### src/rtl/stream_packet_fifo.sv
// Store-and-forward packet FIFO for the arbitrated stream.
// A packet is offered downstream only once its last beat is stored. A packet
// longer than the FIFO switches to cut-through so the FIFO cannot deadlock.
//
// state   | meaning
// --------+-------------------------------------------------------------
// ST_IDLE | store-and-forward: head is released only when complete
// ST_CT   | cut-through: oversize head packet streams as beats arrive
module stream_packet_fifo #(
  parameter int T_DATA_WIDTH = 8,
  parameter int T_QOS__WIDTH = 4,
  parameter int STREAM_COUNT = 2,
  parameter int T_ID___WIDTH = (STREAM_COUNT > 1) ? $clog2(STREAM_COUNT) : 1,
  parameter int DEPTH        = 8,
  parameter int CNT_W        = $clog2(DEPTH + 1)
) (
  input  logic                    clk_i,
  input  logic                    rst_i,
  input  logic [T_DATA_WIDTH-1:0] s_data_i,
  input  logic [T_QOS__WIDTH-1:0] s_qos_i,
  input  logic [T_ID___WIDTH-1:0] s_id_i,
  input  logic                    s_last_i,
  input  logic                    s_valid_i,
  output logic                    s_ready_o,
  output logic [T_DATA_WIDTH-1:0] m_data_o,
  output logic [T_QOS__WIDTH-1:0] m_qos_o,
  output logic [T_ID___WIDTH-1:0] m_id_o,
  output logic                    m_last_o,
  output logic                    m_valid_o,
  input  logic                    m_ready_i,
  output logic [CNT_W-1:0]        level_o,
  output logic [CNT_W-1:0]        pkt_count_o
);

  localparam int AW = $clog2(DEPTH);
  localparam int EW = T_DATA_WIDTH + T_QOS__WIDTH + T_ID___WIDTH + 1;
  localparam logic [CNT_W-1:0] FULL_LVL = CNT_W'(DEPTH);

  typedef enum logic {
    ST_IDLE = 1'b0,
    ST_CT   = 1'b1
  } state_t;

  logic [EW-1:0]    mem_q [DEPTH];
  logic [AW-1:0]    wr_ptr_q, wr_ptr_d;
  logic [AW-1:0]    rd_ptr_q, rd_ptr_d;
  logic [CNT_W-1:0] level_q, level_d;
  logic [CNT_W-1:0] pkt_q, pkt_d;
  state_t           state_q, state_d;
  logic             init_q;
  logic             push, pop;
  logic [EW-1:0]    head;

  // init_q keeps s_ready_o low until the first edge after reset release.
  assign s_ready_o = init_q & (level_q != FULL_LVL);
  assign m_valid_o = (level_q != '0) & ((pkt_q != '0) | (state_q == ST_CT));
  assign push      = s_valid_i & s_ready_o;
  assign pop       = m_valid_o & m_ready_i;

  assign head = mem_q[rd_ptr_q];
  assign {m_data_o, m_qos_o, m_id_o, m_last_o} = m_valid_o ? head : '0;

  assign level_o     = level_q;
  assign pkt_count_o = pkt_q;

  // Next-state for pointers, counters and the cut-through state.
  always_comb begin
    wr_ptr_d = wr_ptr_q;
    rd_ptr_d = rd_ptr_q;
    level_d  = level_q;
    pkt_d    = pkt_q;
    state_d  = state_q;

    if (push) wr_ptr_d = wr_ptr_q + 1'b1;
    if (pop)  rd_ptr_d = rd_ptr_q + 1'b1;

    case ({push, pop})
      2'b10:   level_d = level_q + 1'b1;
      2'b01:   level_d = level_q - 1'b1;
      default: level_d = level_q;
    endcase

    case ({push & s_last_i, pop & m_last_o})
      2'b10:   pkt_d = pkt_q + 1'b1;
      2'b01:   pkt_d = pkt_q - 1'b1;
      default: pkt_d = pkt_q;
    endcase

    // Full with no complete packet can only mean an oversize head packet.
    case (state_q)
      ST_IDLE: if (level_q == FULL_LVL && pkt_q == '0) state_d = ST_CT;
      ST_CT:   if (pop && m_last_o) state_d = ST_IDLE;
      default: state_d = ST_IDLE;
    endcase
  end

  // Control state registers; reset clears everything except the storage.
  always_ff @(posedge clk_i or posedge rst_i) begin
    if (rst_i) begin
      wr_ptr_q <= '0;
      rd_ptr_q <= '0;
      level_q  <= '0;
      pkt_q    <= '0;
      state_q  <= ST_IDLE;
      init_q   <= 1'b0;
    end else begin
      wr_ptr_q <= wr_ptr_d;
      rd_ptr_q <= rd_ptr_d;
      level_q  <= level_d;
      pkt_q    <= pkt_d;
      state_q  <= state_d;
      init_q   <= 1'b1;
    end
  end

  // Beat storage, written on accepted input beats; never reset.
  always_ff @(posedge clk_i) begin
    if (push) mem_q[wr_ptr_q] <= {s_data_i, s_qos_i, s_id_i, s_last_i};
  end

endmodule

### config.mk
export PLATFORM = sky130hd
export DESIGN_NAME = stream_packet_fifo
export DESIGN_NICKNAME = d
export VERILOG_FILES = /design/src/rtl/stream_packet_fifo.sv
export SDC_FILE = /design/constraint.sdc
export NUM_CORES = 1
export LEC_CHECK = 0
export ABC_AREA = 1
export CORE_UTILIZATION = 45
export CTS_CLUSTER_SIZE = 20
export DETAILED_ROUTE_END_ITERATION = 8
export GPL_ROUTABILITY_DRIVEN = 1
export PLACE_DENSITY = 0.76
export SYNTH_ARGS = -nofsm -noshare
export SYNTH_HDL_FRONTEND = slang
export SYNTH_SLANG_ARGS = --single-unit
### constraint.sdc
create_clock -name clk_i -period 3.15 [get_ports clk_i]
set_input_delay 0.315 -clock clk_i [delete_from_list [all_inputs] [get_ports clk_i]]
set_output_delay 0.315 -clock clk_i [all_outputs]
set_load 0.01 [all_outputs]
==> run summary <==
Diodes inserted: 0
Most used DFF post-synth: edfxtp_1
ANT nets after route: 0
Die X: 111 µm
Fin crit period: 2840 ps
Cell row count: 39
Vias: 3,647
Final std cells w/o fill: 679
Count of input and output buffers: 41
Routability cong.: 0.825
Initial antenna violation count: 0
Most instantiated library cell after synthesis: edfxtp_1
Unique cell type count in the Yosys netlist: 26
Register area: 3760 µm²
CP Capture Type: output port
Htree depth: 4
Synthesized cell area: 5370 µm²
P&R area growth vs syn: 21.6%
Synth cell count leaders: edfxtp_1, nand2_1, nor2_1, nand3_1
Per-cell routed wire length: 16.7 µm
Share of the synthesized area in the top cell type: 62.6%
Initial drt markers: 327
Routed Wire Length: 11.4 mm
Proportion of layout cells with a drive suffix above 1: 8.40%
Sequential fraction of the synthesis area: 70.1%
Synth async-reset ratio: 12.5%
Final Util: 56.7%
Max clock buf depth: 2
Number of CTS-inserted buffers: 17
Worst EP arrival: 2530 ps
Setup TNS: 0 ps
Total die area: 12,400 µm²
Number of global-route vias before repair: 3,673
Largest net degree at the start of global routing: 41
Leakage: 2.45 nW
Max FO, Critical Path: 39
Critical path data required time: 2830 ps
Clock Root Buffer: clkbuf_16
Worst-margin pin slew: 670 ps
Setup violations, final: 0
Status: finished, violations left
Top post-synthesis cells by area: edfxtp_1, dfrtp_1, nand2_1
# Post-CTS Setup Buffers: 0
Yosys Warn Count: 0
Net Count, Synth: 495
RSZ-0062 raised after global routing: false
Fmax: 352 MHz
CTS tree: yes
Clock Sinks: 128
Final #Nets: 551
Crit Path Class: register to output port
Total Routing Usage GR: 19.7%
First-pass GRT wire length: 18.5 mm
Synthesized instance count: 468
CP Launch Type: register
Worst Clk Skew: 4.78 ps
I/O pin count: 42
Pwr dens: 1000 nW/µm²
Multi-input gate area: 1400 µm²
Worst slew margin: 55.3%
VDD IR max: 0.423 mV
Max-cap violations: 0
Cell total after placement: 648
Worst skew pair latency: 400 ps
Seq cells post-synth: 128
Avg Cell Area, Syn: 11.5 µm²
HP Class: input pin to async pin
Reg clk slew, reported paths: 50 ps
Area leader, netlist: edfxtp_1
Final Max Slew Viols: 0
DRC violations left: 2
Vias per cell: 5.37
DR pass1 iterations: 7
Post-CTS Hold Buffers: 0
Die Span Y: 111 µm
Initial core utilization: 46.6%
Grt total ovfl: 0
Post-synth EDFFs: 112
DP Wirelength: 6.86 mm
Fin crit share: 90.2%
Failing checks: DRC
CTS resizes: 0
Placeable core area: 11,500 µm²
Fillers: 893
Final hold viol count: 0
==> worst paths after layout <==
| kind | start | to | slack (ps) | cells after the start |
|---|---|---|---|---|
| worst max-delay path | rd_ptr_q[0]$_DFFE_PP0P_ | m_data_o[2] | 310 | 7 |
| worst min-delay path | rst_i | level_o[3]$_DFFE_PP0P_ | 310 | 2 |
| worst max register to register | rd_ptr_q[0]$_DFFE_PP0P_ | pkt_count_o[3]$_DFFE_PP0P_ | 560 | 15 |
| worst min register to register | state_q$_DFF_PP0_ | state_q$_DFF_PP0_ | 490 | 2 |
| max in group asynchronous | rst_i | state_q$_DFF_PP0_ | 2410 | 2 |
| min in group clk_i | state_q$_DFF_PP0_ | state_q$_DFF_PP0_ | 490 | 2 |
==> final cells by class <==
type | count | area share (%)
timing repair buffer | 57 | 8.31
inverter | 25 | 1.44
sequential | 128 | 57.6
multi-input combinational | 295 | 21.4
clock inverter | 13 | 1.88
tap | 143 | 2.74
clock buffer | 18 | 6.57
==> placed cells by master (no fill, tap or decap), drive strengths merged <==
master	n
a21oi	29
buf	16
bufinv	2
clkbuf	18
clkdlybuf4s50	41
clkinv	9
clkinvlp	3
conb	1
dfrtp	16
edfxtp	112
fa	1
ha	8
inv	24
nand2	89
nand3	38
nand4	4
nor2	67
nor3	13
o211ai	2
o21ai	33
or2	2
xnor2	2
xor2	6
==> routing by layer <==
layer  GRT usage [%]  routed length, µm
met1            24.2               4560
met4            8.20                164
met3            3.50                738
met2            34.4               5890
met5               0                  0
==> critical path, cell delays in order (launching register included) <==
cell and delay (ps):
dfrtp_1 350, buf_4 390, buf_4 310, nor2_1 70
o21ai_0 190, a21oi_1 90, nor3_1 130, clkdlybuf4s50_1 570
==> cell families (layout without fill, tap and decap cells) <==
kind of cell | after synthesis | after routing | share of synthesized area, %
flip-flops | 128 | 128 | 70.1
other | 1 | 1 | 0.0698
buffers and inverters | 45 | 113 | 3.84
AND/OR/NAND/NOR | 213 | 213 | 16.4
adder cells (fa/ha/maj) | 9 | 9 | 2.24
AO/OA/AOI/OAI | 64 | 64 | 6.06
XOR/XNOR | 8 | 8 | 1.30
==> metrics by stage <==
stage               cell area [µm²]  hold WS, ps  power (mW)  worst slack (ps)
finish                         6530          310        6.53               307
global route                   6530          381        6.92              79.7
CTS                            6530          330        6.56               299
detailed placement             5980          471        4.75               560
global placement               5980          466        4.65               726
floorplan                      5370          229        3.72               842
==> flip-flops by register name, indices dropped and copies added (netlist names) <==
| signal | flops |
|---|---|
| init_q | 1 |
| level_o | 4 |
| mem_q | 112 |
| pkt_count_o | 4 |
| rd_ptr_q | 3 |
| state_q | 1 |
| wr_ptr_q | 3 |
==> report_power, final <==
part	internal (mW)	switching, mW
Sequential	2.06	0.132
Combinational	1.05	1.48
Clock	1.14	0.666
Power figures use the tool's default switching activity.
